### src/rtl/crack_pkg.sv
// Shared types and constants for the ARC4 key-search controller.
package crack_pkg;

    localparam int unsigned KEY_W  = 24;
    localparam int unsigned ADDR_W = 8;

    localparam logic [7:0] PRINT_LO = 8'h20;
    localparam logic [7:0] PRINT_HI = 8'h7E;

    typedef enum logic [3:0] {
        IDLE,
        LAUNCH,
        DECRYPT,
        LEN_RD,
        LEN_CHK,
        BYTE_RD,
        BYTE_CHK,
        NEXT,
        DONE
    } crack_state_t;

    function automatic logic is_printable(input logic [7:0] b);
        return (b >= PRINT_LO) && (b <= PRINT_HI);
    endfunction

endpackage

### src/rtl/crack_ctrl_if.sv
// Datapath bus between crack_ctrl (master) and the arc4 core / plaintext memory (slave).
interface crack_ctrl_if;
    import crack_pkg::*;

    logic              arc_en;
    logic              arc_rdy;
    logic [KEY_W-1:0]  arc_key;
    logic [ADDR_W-1:0] pt_addr;
    logic [7:0]        pt_rddata;

    modport master (
        output arc_en, arc_key, pt_addr,
        input  arc_rdy, pt_rddata
    );

    modport slave (
        input  arc_en, arc_key, pt_addr,
        output arc_rdy, pt_rddata
    );

endinterface

### src/rtl/pt_scanner.sv
// Reads the length-prefixed plaintext and reports whether every byte is printable ASCII.
module pt_scanner
    import crack_pkg::*;
(
    input  logic              clk,
    input  logic              rst,
    input  logic              start,
    input  logic [7:0]        pt_rddata,
    output logic [ADDR_W-1:0] pt_addr,
    output logic              done,
    output logic              ok
);

    crack_state_t      state_q, state_d;
    logic [7:0]        len_q, len_d;
    logic [ADDR_W-1:0] addr_q, addr_d;

    always_ff @(posedge clk) begin
        if (rst) begin
            state_q <= IDLE;
            len_q   <= '0;
            addr_q  <= '0;
        end else begin
            state_q <= state_d;
            len_q   <= len_d;
            addr_q  <= addr_d;
        end
    end

    // The registered read address doubles as the byte index i.
    always_comb begin
        state_d = state_q;
        len_d   = len_q;
        addr_d  = addr_q;
        done    = 1'b0;
        ok      = 1'b0;
        case (state_q)
            IDLE: begin
                if (start) begin
                    addr_d  = '0;
                    state_d = LEN_RD;
                end
            end
            LEN_RD:  state_d = LEN_CHK;
            LEN_CHK: begin
                len_d = pt_rddata;
                if (pt_rddata == '0) begin
                    done    = 1'b1;
                    ok      = 1'b1;
                    state_d = IDLE;
                end else begin
                    addr_d  = 8'd1;
                    state_d = BYTE_RD;
                end
            end
            BYTE_RD: state_d = BYTE_CHK;
            BYTE_CHK: begin
                if (!is_printable(pt_rddata)) begin
                    done    = 1'b1;
                    state_d = IDLE;
                end else if (addr_q == len_q) begin
                    done    = 1'b1;
                    ok      = 1'b1;
                    state_d = IDLE;
                end else begin
                    addr_d  = addr_q + 8'd1;
                    state_d = BYTE_RD;
                end
            end
            default: state_d = IDLE;
        endcase
    end

    assign pt_addr = addr_q;

endmodule

### src/rtl/crack_ctrl.sv
// ARC4 key-search controller: sequences candidate keys through arc4 and scans the plaintext.
// Optional CRACK_KEYCNT_EN adds the key_cnt output counting keys launched per search.
module crack_ctrl
    import crack_pkg::*;
#(
    parameter logic [KEY_W-1:0] KEY_START = 24'h000000,
    parameter logic [KEY_W-1:0] KEY_STEP  = 24'h000001
) (
    input  logic             clk,
    input  logic             rst,
    input  logic             en,
    output logic             rdy,
    output logic [KEY_W-1:0] key,
    output logic             key_valid,
    crack_ctrl_if.master     bus
`ifdef CRACK_KEYCNT_EN
    ,
    output logic [KEY_W-1:0] key_cnt
`endif
);

    crack_state_t      state_q, state_d;
    logic              rdy_q, rdy_d;
    logic [KEY_W-1:0]  key_q, key_d;
    logic              kv_q, kv_d;
    logic              arc_en_q, arc_en_d;
    logic [KEY_W-1:0]  arc_key_q, arc_key_d;
    logic [KEY_W:0]    sum;
    logic              scan_start, scan_done, scan_ok;
    logic [ADDR_W-1:0] scan_addr;

    pt_scanner u_scanner (
        .clk       (clk),
        .rst       (rst),
        .start     (scan_start),
        .pt_rddata (bus.pt_rddata),
        .pt_addr   (scan_addr),
        .done      (scan_done),
        .ok        (scan_ok)
    );

    always_ff @(posedge clk) begin
        if (rst) begin
            state_q   <= IDLE;
            rdy_q     <= 1'b1;
            key_q     <= '0;
            kv_q      <= 1'b0;
            arc_en_q  <= 1'b0;
            arc_key_q <= KEY_START;
        end else begin
            state_q   <= state_d;
            rdy_q     <= rdy_d;
            key_q     <= key_d;
            kv_q      <= kv_d;
            arc_en_q  <= arc_en_d;
            arc_key_q <= arc_key_d;
        end
    end

    always_comb begin
        state_d    = state_q;
        key_d      = key_q;
        kv_d       = kv_q;
        arc_en_d   = 1'b0;
        arc_key_d  = arc_key_q;
        scan_start = 1'b0;
        sum        = {1'b0, arc_key_q} + {1'b0, KEY_STEP};
        case (state_q)
            IDLE, DONE: begin
                if (en) begin
                    kv_d      = 1'b0;
                    arc_key_d = KEY_START;
                    state_d   = LAUNCH;
                end
            end
            LAUNCH: begin
                if (bus.arc_rdy) begin
                    arc_en_d = 1'b1;
                    state_d  = DECRYPT;
                end
            end
            // arc_en_q is high only in the first DECRYPT cycle, before arc4 drops rdy.
            DECRYPT: begin
                if (!arc_en_q && bus.arc_rdy) begin
                    scan_start = 1'b1;
                    state_d    = LEN_RD;
                end
            end
            // LEN_RD..BYTE_CHK are walked inside pt_scanner; this level parks in LEN_RD.
            LEN_RD: begin
                if (scan_done) begin
                    if (scan_ok) begin
                        key_d   = arc_key_q;
                        kv_d    = 1'b1;
                        state_d = DONE;
                    end else begin
                        state_d = NEXT;
                    end
                end
            end
            NEXT: begin
                if (sum[KEY_W]) begin
                    kv_d    = 1'b0;
                    state_d = DONE;
                end else begin
                    arc_key_d = sum[KEY_W-1:0];
                    state_d   = LAUNCH;
                end
            end
            default: state_d = IDLE;
        endcase
        rdy_d = (state_d == IDLE) || (state_d == DONE);
    end

`ifdef CRACK_KEYCNT_EN
    logic [KEY_W-1:0] cnt_q;

    always_ff @(posedge clk) begin
        if (rst) begin
            cnt_q <= '0;
        end else if (rdy_q && en) begin
            cnt_q <= '0;
        end else if (arc_en_q && (cnt_q != '1)) begin
            cnt_q <= cnt_q + 24'd1;
        end
    end

    assign key_cnt = cnt_q;
`endif

    assign rdy         = rdy_q;
    assign key         = key_q;
    assign key_valid   = kv_q;
    assign bus.arc_en  = arc_en_q;
    assign bus.arc_key = arc_key_q;
    assign bus.pt_addr = scan_addr;

endmodule

### src/flat_wrapper.sv
// flat-port wrapper written by rule: the top's interface ports become plain ports
module crack_ctrl_flat import crack_pkg::*;
#(
    parameter logic [KEY_W-1:0] KEY_START = 24'h000000,
    parameter logic [KEY_W-1:0] KEY_STEP  = 24'h000001
)
  (clk, rst, en, rdy, key, key_valid, bus_arc_en, bus_arc_key, bus_pt_addr, bus_arc_rdy, bus_pt_rddata);
  crack_ctrl_if bus_i ();
  input  logic clk;
  input  logic rst;
  input  logic en;
  output logic rdy;
  output logic [KEY_W-1:0] key;
  output logic key_valid;
  output wire logic [$bits(bus_i.arc_en)-1:0] bus_arc_en;
  output wire logic [$bits(bus_i.arc_key)-1:0] bus_arc_key;
  output wire logic [$bits(bus_i.pt_addr)-1:0] bus_pt_addr;
  input wire logic [$bits(bus_i.arc_rdy)-1:0] bus_arc_rdy;
  input wire logic [$bits(bus_i.pt_rddata)-1:0] bus_pt_rddata;
  assign bus_arc_en = bus_i.arc_en;
  assign bus_arc_key = bus_i.arc_key;
  assign bus_pt_addr = bus_i.pt_addr;
  assign bus_i.arc_rdy = bus_arc_rdy;
  assign bus_i.pt_rddata = bus_pt_rddata;
  crack_ctrl #(.KEY_START(KEY_START), .KEY_STEP(KEY_STEP)) u_core (.clk(clk), .rst(rst), .en(en), .rdy(rdy), .key(key), .key_valid(key_valid), .bus(bus_i));
endmodule
### config.mk
export PLATFORM = sky130hd
export DESIGN_NAME = crack_ctrl_flat
export DESIGN_NICKNAME = d
export VERILOG_FILES = /design/src/rtl/crack_pkg.sv /design/src/rtl/crack_ctrl_if.sv /design/src/rtl/pt_scanner.sv /design/src/rtl/crack_ctrl.sv /design/src/flat_wrapper.sv
export SDC_FILE = /design/constraint.sdc
export NUM_CORES = 1
export LEC_CHECK = 0
export BUFFER_PORTS_ARGS = -buffer_cell sky130_fd_sc_hd__buf_2
export CELL_PAD_IN_SITES_DETAIL_PLACEMENT = 0
export CELL_PAD_IN_SITES_GLOBAL_PLACEMENT = 1
export CORE_ASPECT_RATIO = 0.7
export CORE_MARGIN = 10
export CORE_UTILIZATION = 41
export DETAILED_ROUTE_END_ITERATION = 8
export PLACE_DENSITY_LB_ADDON = 0.1
export RECOVER_POWER = 25
export SYNTH_ARGS = -nofsm -noshare
export SYNTH_HDL_FRONTEND = slang
export SYNTH_HIERARCHICAL = 1
export SYNTH_SLANG_ARGS = --single-unit
### constraint.sdc
create_clock -name clk -period 3.6 [get_ports clk]
set_input_delay 0.9 -clock clk [delete_from_list [all_inputs] [get_ports clk]]
set_output_delay 0.9 -clock clk [all_outputs]
set_load 0.05 [all_outputs]
Word-level counts from Yosys, hierarchy flattened
Cells that the tools add are included.
W data, S select, Z words.
- bitwise operators: 1
- equal/unequal tests: 20
- order comparisons: 2
- reduce and logical (&&, ||, !) cells: 17
- multiplexer cells: 34
- add/subtract/negate cells: 2
- operators by type and width (cell ; number):
    $mux W24 ; 2
    $pmux W24 S2 ; 1
    $pmux W4 S5 ; 2
    $mux W8 ; 4
    $mux W4 ; 7
    $add A24 B1 Y25 const B ; 1
    $pmux W8 S3 ; 1
    $eq A4 B3 Y1 const B ; 4
    $eq A4 B2 Y1 const B ; 3
    $logic_not A4 Y1 ; 3
    $mux W1 ; 11
    $ne A2 B2 Y1 const B ; 5
    $reduce_and A5 Y1 ; 2
    $mux W3 ; 3
    $add A8 B1 Y8 const B ; 1
    $eq A4 B4 Y1 const B ; 2
    $eq A8 B8 Y1 ; 1
    $ge A8 B6 Y1 const B ; 1
    $le A8 B7 Y1 const B ; 1
    $logic_not A8 Y1 ; 1
    $ne A2 B1 Y1 const B ; 4
    $reduce_and A3 Y1 ; 2
    $reduce_bool A3 Y1 ; 2
    $eq A4 B1 Y1 const B ; 1
    other kinds (8) ; 11
- register bits after elaboration: 75
- input bits: 12
- word-level logic and storage cells: 85
- output and inout port bits: 59

Longest topological paths before layout
Gate-level depths: netlist of the first run.
- word-level depth: 9
- mapped depth: 11
- depth with buffers taken out: 10

Modules after synthesis
Netlist of the first run, hierarchy kept.
- modules (own cells, without submodules) (module ; times used ; cells an instance ; area an instance (um^2)):
    crack_ctrl ; 1 ; 298 ; 2461.1
    pt_scanner ; 1 ; 125 ; 1128.6

Worst setup path after synthesis of the first run
OpenSTA, ideal clock, no wires.
- path kind: input port to flip-flop
- start: in bus_pt_rddata[3]
- end: reg u_core.key_q[9] (netlist: u_core/key[9])
- path slack: 0.629 ns
- stages: 10
- buffers on the path: 1
- arrival time: 2.900 ns
- cells stage by stage: nand4_1 -> o221ai_2 -> a21oi_1 -> mux2_2 -> nor2_1 -> nand2_1 -> nor4_1 -> clkbuf_1 -> nand2_1 -> a21oi_1
- cells in the longest elaborated chain, start to end: 5
- elaborated cells between the ends (all ways): 10
- RTL lines (what ; line ; text):
    start, declared ; flat_wrapper.sv:19 ; input wire logic [$bits(bus_i.pt_rddata)-1:0] bus_pt_rddata;
    $ge A8 B6 Y1 / $le A8 B7 Y1 (equally long branches) ; crack_pkg.sv:23 ; return (b >= PRINT_LO) && (b <= PRINT_HI);
    $logic_and A1 B1 Y1 ; crack_pkg.sv:23 ;
    $mux W1 ; pt_scanner.sv:58 ; if (!is_printable(pt_rddata)) begin
    $pmux W1 S2 (*) ; pt_scanner.sv:37 ; case (state_q)
    named net u_core.scan_done ; crack_ctrl.sv:29 ; logic scan_start, scan_done, scan_ok;
    $reduce_and A3 Y1 (no line) (*) ; n/a ;
    end signal, assigned ; crack_ctrl.sv:53 ; key_q <= key_d;
    end, declared ; crack_ctrl.sv:24 ; logic [KEY_W-1:0] key_q, key_d;
The timed path passes the listed nets; every way through them passes the cells marked *.
A chain may end at the register's enable or synchronous reset.

Worst setup path in the final report of the first run
- start: in bus_pt_rddata[1]
- end: reg u_core.key_q[2] (netlist: u_core/key[2])
The elaborated chain is that of the path after synthesis.

==> run metrics, run 1 <==
final hold viol count=0; layout cells sized above 1=~17%; largest net degree at the start of global routing=32; GPL Wtd Cong=0.900; switch share=about 22%; first-pass GRT wire length=~17,000 um; Yosys cell types=64; # diodes=0; max_cap viols=0; post-DP HPWL=~7300 um; Seq pwr share=a little under half; htree depth=3; Combinational Power Share=between 4 and 5%; cell chain of the critical path=buf_2 > nand4_1 > o221ai_2 > a21oi_1 > mux2_2 > nor2_1 > nand2_1 > or4_1 > buf_12 > nand2_1 > a21oi_1; initial drt markers=roughly 230; crit path time final=approximately 3 ns; Die Height=a little under 100 um; DRC Markers=0; setup_tns=0 ns; CTS Buf Count=9; DR pass1 iterations=4; Int Power=1.40 mW; FFs w/ async S/R, synth=0%; Clock Path Buffers=2; synthesized area=approximately 3600 sq um; Syn Nets=approximately 440; worst min path class=reg -> reg; arrival time of the worst setup path=just over 3 ns; core footprint=8480 sq um; CP Max Fanout=25; # resized after CTS=0; Congestion Overflow GR=0; initial antenna violation count=0; Die Wd=132 um; design area=4320 sq um; Post-CTS Setup Repair Bufs=0; vias in the first global route=around 3,100; #FFs+latches synth=74; commonest non-fill, non-tap cells in the layout=dfxtp_1 (74), nand2_1 (68), buf_2 (44); vias per cell=between 5 and 6; Slew @ Worst Pin=approximately 1.4 ns; Routed WL per cell=16.5 um; RSZ-0062 raised after global routing=no; Die ar.=13,000 sq um; row count=28; max_slew headroom=under 10%; Routed WL=between 10,000 and 15,000 um; CP peak stage delay=about 0.48 ns; DRT antenna net count=0; Pleak=approximately 1.6 nW; Worst setup SP type=input port; fin nets=503; worst endpoint required time=between 3 and 4 ns; Worst VDD drop=between 300 and 400 uV; CTS Sinks=74; sequential share of the synthesized area=roughly 41%; status=completed; starting density of the core=a little over two fifths; fmax=0.343 GHz; type of the worst setup path=in -> reg; number of port buffers=70; Worst Skew=between 0.005 and 0.006 ns; clock slew at reported path FFs=roughly 0.06 ns; Final period util=between 80% and 90%; CTS Hold Bufs=0; DP Area=between 4000 and 5000 sq um; Clk pwr share=49.3%; critical path endpoint category=register; Final Setup Violations=0; Post-synth EDFFs=0; total track usage=15.7%; CP max-delay cell=or4_1; TritonCTS clock tree=done; via count=~3,300; most common cell after layout, fill and taps aside=dfxtp_1; Post-synth top flop=dfxtp_1; synthesized area per cell=between 8 and 9 sq um; IO Pins=71; Slew Limit Fails=0; Ys Warns=6; fillers=around 850; Psw=between 0.4 and 0.5 mW; Pwr per Cell Area=between 400 and 500 nW/um^2; Area Overhead vs Synth=20.4%; Clk Latency, worst-skew pair=roughly 0.33 ns; Clock Root Buffer=clkbuf_16; Synth Instances=423
-- sequential cells by signal, summed over array words and instances, names as in the netlist --
| register | flops |
|---|---|
| u_core/bus.arc_en | 1 |
| u_core/bus.arc_key | 24 |
| u_core/key | 24 |
| u_core/key_valid | 1 |
| u_core/rdy | 1 |
| u_core/state_q | 4 |
| u_core/u_scanner/len_q | 8 |
| u_core/u_scanner/pt_addr | 8 |
| u_core/u_scanner/state_q | 3 |
-- cell usage after synthesis, types with 3 or more instances --
master | number | area share (%)
a211oi_1 | 10 | 2.1
a21oi_1 | 43 | 6.0
a31oi_1 | 5 | 0.87
and3_1 | 5 | 0.87
clkbuf_1 | 17 | 1.8
dfxtp_1 | 74 | 41
inv_1 | 13 | 1.4
mux2i_1 | 12 | 3.3
nand2_1 | 68 | 7.1
nand2b_1 | 3 | 0.52
nand3_1 | 12 | 1.7
nand3b_1 | 3 | 0.63
nand4_1 | 12 | 2.1
nor2_1 | 32 | 3.3
nor3_1 | 10 | 1.4
nor4_1 | 10 | 1.7
nor4_4 | 4 | 2.4
o21ai_0 | 6 | 0.84
or2_2 | 3 | 0.52
or3_1 | 6 | 1.0
or4_1 | 5 | 1.0
xnor2_1 | 13 | 3.2
xor2_1 | 9 | 2.2
-- kinds of logic after synthesis --
| group | synth area share [%] |
|---|---|
| AOI/OAI and AO/OA | 15.5 |
| xor gates and xnor gates | 5.37 |
| adders and majority gates | 0.697 |
| buffers and inverters | 4.11 |
| DFF | 41.3 |
| muxes | 3.66 |
| and+or+nand+nor | 29.3 |
-- critical path, delay by kind of cell --
| family | cells | cell delay (ns) |
|---|---|---|
| buffers and inverters | 2 | 0.30 |
| and+or+nand+nor | 5 | 1.04 |
| AOI/OAI and AO/OA | 3 | 0.54 |
| muxes | 1 | 0.28 |
-- metrics by stage --
stage                     hold slack [ns]  util [%]  power (mW)  std cells  worst slack, ns
after floorplan                     0.480         -       0.904        423            0.629
after global placement              0.439      47.9       0.932        598            0.496
after global routing                0.474      51.0        1.87        614            0.493
final                               0.450      51.0        1.80        614            0.682
after detailed placement            0.445      47.9       0.931        598            0.401
after CTS                           0.453      51.4        1.83        614            0.753
-- path summary, 6_finish.rpt --
kind                                  endpoint  slack, ns                        start  cells after the start
worst max-delay path             u_core/key[2]       0.68             bus_pt_rddata[1]                     11
worst min register to register  u_core/key[13]       0.45               u_core/key[13]                      2
worst min-delay path            u_core/key[13]       0.45               u_core/key[13]                      2
worst max register to register   u_core/key[2]       0.80  u_core/u_scanner/pt_addr[5]                     10
-- metal layers --
layer  part of all wire, %  global-route usage (%)  up-vias
met4                  0.81                    4.43        0
met3                   6.8                    5.32       10
met1                    55                    23.7     1566
met5                     0                       0        -
met2                    38                    20.1      101
li1                      -                       -     1661
-- cell type report --
class | instances | area (sq um) | share of cell area [%]
inverters | 13 | 48.8 | 1.13
multi-input cells | 314 | 1970 | 45.5
clock buffers | 11 | 243 | 5.62
clock inverters | 5 | 53.8 | 1.24
well taps | 120 | 150 | 3.47
repair buffers | 77 | 379 | 8.77
flip-flops and latches | 74 | 1480 | 34.3
-- power groups by stage --
stage / clock, mW / combinational [mW] / sequential [mW]
2_1_floorplan: 0 / 0.0523 / 0.852
3_3_place_gp: 0 / 0.0831 / 0.849
3_5_place_dp: 0 / 0.0826 / 0.849
4_1_cts: 0.913 / 0.0832 / 0.831
5_1_grt: 0.947 / 0.0912 / 0.831
6_report: 0.887 / 0.0818 / 0.831
No activity file was read; power rests on OpenSTA's default activity.
==> inputs of run 2 (changes only) <==
--- a/config.mk
+++ b/config.mk
@@ -5,12 +5,13 @@
 export SDC_FILE = /design/constraint.sdc
 export NUM_CORES = 1
 export LEC_CHECK = 0
+export ABC_AREA = 1
 export BUFFER_PORTS_ARGS = -buffer_cell sky130_fd_sc_hd__buf_2
 export CELL_PAD_IN_SITES_DETAIL_PLACEMENT = 0
 export CELL_PAD_IN_SITES_GLOBAL_PLACEMENT = 1
 export CORE_ASPECT_RATIO = 0.7
 export CORE_MARGIN = 10
-export CORE_UTILIZATION = 41
+export CORE_UTILIZATION = 39
 export DETAILED_ROUTE_END_ITERATION = 8
 export PLACE_DENSITY_LB_ADDON = 0.1
 export RECOVER_POWER = 25
==> constraint.sdc (replaced) <==
create_clock -name clk -period 2.9 [get_ports clk]
set_input_delay 0.725 -clock clk [delete_from_list [all_inputs] [get_ports clk]]
set_output_delay 0.725 -clock clk [all_outputs]
set_load 0.05 [all_outputs]
==> run 2 against run 1 <==
Global-route usage shrank 0.59 points. Highest routed layer unchanged. Sequential power increased by 34%. Critical endpoint is now u_core/state_q[1]. Final cell count up 31%. Synthesized area up 9.4%. Via count grew 17%. Clock skew hardly changed.
==> run metrics, run 2 <==
Congestion Overflow GR=0 (unchanged); Combinational Power Share=21.0% (was 4.5%); type of the worst setup path=reg -> reg (was in -> reg); Pleak=2.01 nW (was 1.58 nW); post-DP HPWL=8550 um (was 7340 um); commonest non-fill, non-tap cells in the layout=nand2_1 (167), dfxtp_1 (74), nor2_1 (70) (was dfxtp_1 (74), nand2_1 (68), buf_2 (44)); CTS Hold Bufs=0 (unchanged); Clk pwr share=39.6% (was 49.3%); TritonCTS clock tree=done (unchanged); Final period util=~80%; Area Overhead vs Synth=20.2% (was 20.4%); Final Setup Violations=0 (unchanged); vias in the first global route=3,542 (was 3,079); DRT antenna net count=0 (unchanged); Post-CTS Setup Repair Bufs=0 (unchanged); layout cells sized above 1=17.0% (was 17.4%); synthesized area=3930 sq um (was 3590 sq um); Post-synth EDFFs=0 (unchanged); IO Pins=71 (unchanged); clock slew at reported path FFs=0.06 ns (about the same); Register-to-Register Path Depth=13 (was 10); Synth top cells by count=nand2_1 (167), dfxtp_1 (74), nor2_1 (70) (was dfxtp_1 (74), nand2_1 (68), a21oi_1 (43)); arrival time of the worst setup path=2.62 ns (was 3.07 ns); Clock Root Buffer=clkbuf_16 (unchanged); total track usage=15.2% (was 15.7%); max_slew headroom=20.2% (was 3.75%); Routed WL per cell=14.1 um (was 16.5 um); CTS Buf Count=9 (unchanged); worst endpoint required time=3.18 ns (was 3.75 ns); CP max-delay cell=dfxtp_1 (was or4_1); GPL Wtd Cong=0.875 (was 0.900); CP peak stage delay=0.49 ns (was 0.48 ns); switch share=31.5% (was 22.2%); Worst setup SP type=register (was input port); cell chain of the critical path=inv_1 > nand2_1 > nand2_1 > nand2_1 > nor2_4 > nand3_4 > nand3_1 > nand2_1 > clkinv_1 > nor2_1 > nor3_1 > or2_2 > inv_1 (was buf_2 > nand4_1 > o221ai_2 > a21oi_1 > mux2_2 > nor2_1 > nand2_1 > or4_1 > buf_12 > nand2_1 > a21oi_1); CTS Sinks=74 (unchanged); core footprint=9760 sq um (was 8480 sq um); most used cell, CP=nand2_1; Pwr per Cell Area=595 nW/um^2 (was 416 nW/um^2); fmax=0.427 GHz; Int Power=1.92 mW (was 1.40 mW); Crit path depth=13 (was 11); vias per cell=4.86 (was 5.44); FFs w/ async S/R, synth=0% (unchanged); top-area cell type share of the netlist area=37.7% (was 41.3%); DR pass1 iterations=5 (was 4); worst min path class=reg -> reg (unchanged); crit path time final=2.34 ns; Ys Warns=6 (unchanged); Syn Nets=610 (was 437); Worst VDD drop=261 uV (was 304 uV); top post-synthesis cells by area=dfxtp_1 (38%), nand2_1 (16%), nand3_1 (8.3%) (was dfxtp_1 (41%), nand2_1 (7.1%), a21oi_1 (6.0%)); Die Height=104 um (was 98.3 um); status=completed (unchanged); Slew @ Worst Pin=1.20 ns (was 1.44 ns); Slew Limit Fails=0 (unchanged); # resized after CTS=0 (unchanged); Worst Skew=0.00512 ns (was 0.00507 ns); Die Wd=140 um (was 132 um); # diodes=0 (unchanged); largest net degree at the start of global routing=26 (was 32); DRC Markers=0 (unchanged); first-pass GRT wire length=18,500 um (was 16,800 um); hold_sp=u_core/key_valid (was u_core/key[13]); Psw=0.886 mW (was 0.400 mW); sequential share of the synthesized area=37.7% (was 41.3%); row count=30 (was 28); critical path endpoint category=register (unchanged); synthesized area per cell=6.59 sq um (was 8.49 sq um); via count=3,913 (was 3,338); Yosys cell types=35 (was 64); most common cell after layout, fill and taps aside=nand2_1 (was dfxtp_1); Die ar.=14,500 sq um (was 13,000 sq um); RSZ-0062 raised after global routing=no (unchanged); Seq pwr share=39.5% (was 46.2%); number of port buffers=70 (unchanged); CP delay by family, top=simple AND/OR/NAND/NOR gates (unchanged); area leader, netlist=dfxtp_1 (unchanged); setup_tns=0 ns (unchanged); Routed WL=11,400 um (was 10,100 um); Clk Latency, worst-skew pair=0.34 ns (was 0.33 ns); starting density of the core=40.2% (was 42.3%); Critical Path Sink=u_core/state_q[1] (was u_core/key[2]); final hold viol count=0 (unchanged); internal reg-to-reg setup slack=0.56 ns (was 0.80 ns); Worst R2R End=u_core/state_q[1] (was u_core/key[2]); Post-synth top flop=dfxtp_1 (unchanged); Synth Instances=596 (was 423); Crit. Startpoint=u_core/u_scanner/pt_addr[5] (was bus_pt_rddata[1]); most frequent cell after synthesis=nand2_1 (was dfxtp_1); #FFs+latches synth=74 (unchanged); max_cap viols=0 (unchanged); total power=2.81 mW (was 1.80 mW); initial drt markers=250 (was 233); initial antenna violation count=0 (unchanged); Clock Path Buffers=2 (unchanged); fin nets=687 (was 503); CP Max Fanout=13 (was 25); WP buf/inv=3 (was 2); worst r2r src=u_core/u_scanner/pt_addr[5] (unchanged); WHS Path Cells=2 (unchanged); htree depth=3 (unchanged)
[run 2: changes by cell type after synthesis, moves of 7 or more]
cell / before / now
nand2_1: 68 / 167
inv_1: 13 / 67
nand3_1: 12 / 65
nor2_1: 32 / 70
mux2i_1: 12 / 1
a211oi_1: 10 / 0
nor4_1: 10 / 1
nor3_1: 10 / 2
xnor2_1: 13 / 5
a21oi_2: 0 / 7
inv_2: 0 / 7
nand4_1: 12 / 19
[run 2: cell families (layout without fill, tap and decap cells)]
logic type | count (synthesis) | count (layout) | synth area share, %
buffers and inverters | 92 | 173 | 9.18
AND/OR/NAND/NOR | 349 | 349 | 40.3
flip-flops | 74 | 74 | 37.7
multiplexers | 1 | 1 | 0.255
XOR/XNOR | 9 | 9 | 2.01
adder cells (fa/ha/maj) | 2 | 2 | 0.637
AO/OA/AOI/OAI | 69 | 69 | 9.91
[run 2: power groups by stage]
stage          Combinational (mW)  Sequential [mW]  Clock (mW)
2_1_floorplan               0.394             1.19           0
3_5_place_dp                0.592             1.13           0
6_report                    0.589             1.11        1.11
4_1_cts                     0.595             1.11        1.14
5_1_grt                     0.666             1.12        1.18
3_3_place_gp                0.587             1.13           0
[run 2: final cells by class]
class | instances | area, sq um
timing repair buffer | 83 | 419
fill | 1017 | 5040
inverter | 75 | 282
clock buffer | 10 | 239
multi-input combinational | 430 | 2080
sequential | 74 | 1480
tap | 128 | 160
clock inverter | 5 | 55.1
[run 2: worst min path at each step]
| stage | endpoint | slack [ns] |
|---|---|---|
| floorplan | u_core/u_scanner/len_q[0] | 0.44 |
| global placement | u_core/key_valid | 0.43 |
| detailed placement | u_core/key_valid | 0.44 |
| CTS | u_core/key_valid | 0.45 |
| global route | u_core/key[18] | 0.48 |
| finish | u_core/key_valid | 0.45 |
[run 2: metal layers]
layer / vias to the layer above / GRT usage, % / routed length, um
met5: - / 0 / 0
met4: 0 / 3.75 / 89
met3: 8 / 5.61 / 801
met2: 93 / 18.2 / 4080
met1: 1750 / 23.6 / 6400
li1: 2062 / - / -
[run 2: metrics by stage]
step / setup slack [ns] / std cells / hold slack, ns / utilization (%) / cell area (sq um)
3_3_place_gp: 0.478 / 790 / 0.433 / 45.7 / 4460
6_report: 0.561 / 805 / 0.451 / 48.4 / 4720
4_1_cts: 0.597 / 805 / 0.450 / 48.7 / 4750
5_1_grt: 0.296 / 805 / 0.477 / 48.4 / 4720
2_1_floorplan: 0.617 / 596 / 0.444 / - / 3930
3_5_place_dp: 0.408 / 790 / 0.436 / 45.7 / 4460
[run 2: worst reg2reg max path, stage by stage, from the launching register on]
cell and delay, ns:
dfxtp_1 0.49, inv_1 0.11, nand2_1 0.09, nand2_1 0.06, nand2_1 0.11, nor2_4 0.05, nand3_4 0.16, nand3_1 0.13
nand2_1 0.09, clkinv_1 0.32, nor2_1 0.26, nor3_1 0.09, or2_2 0.29, inv_1 0.05
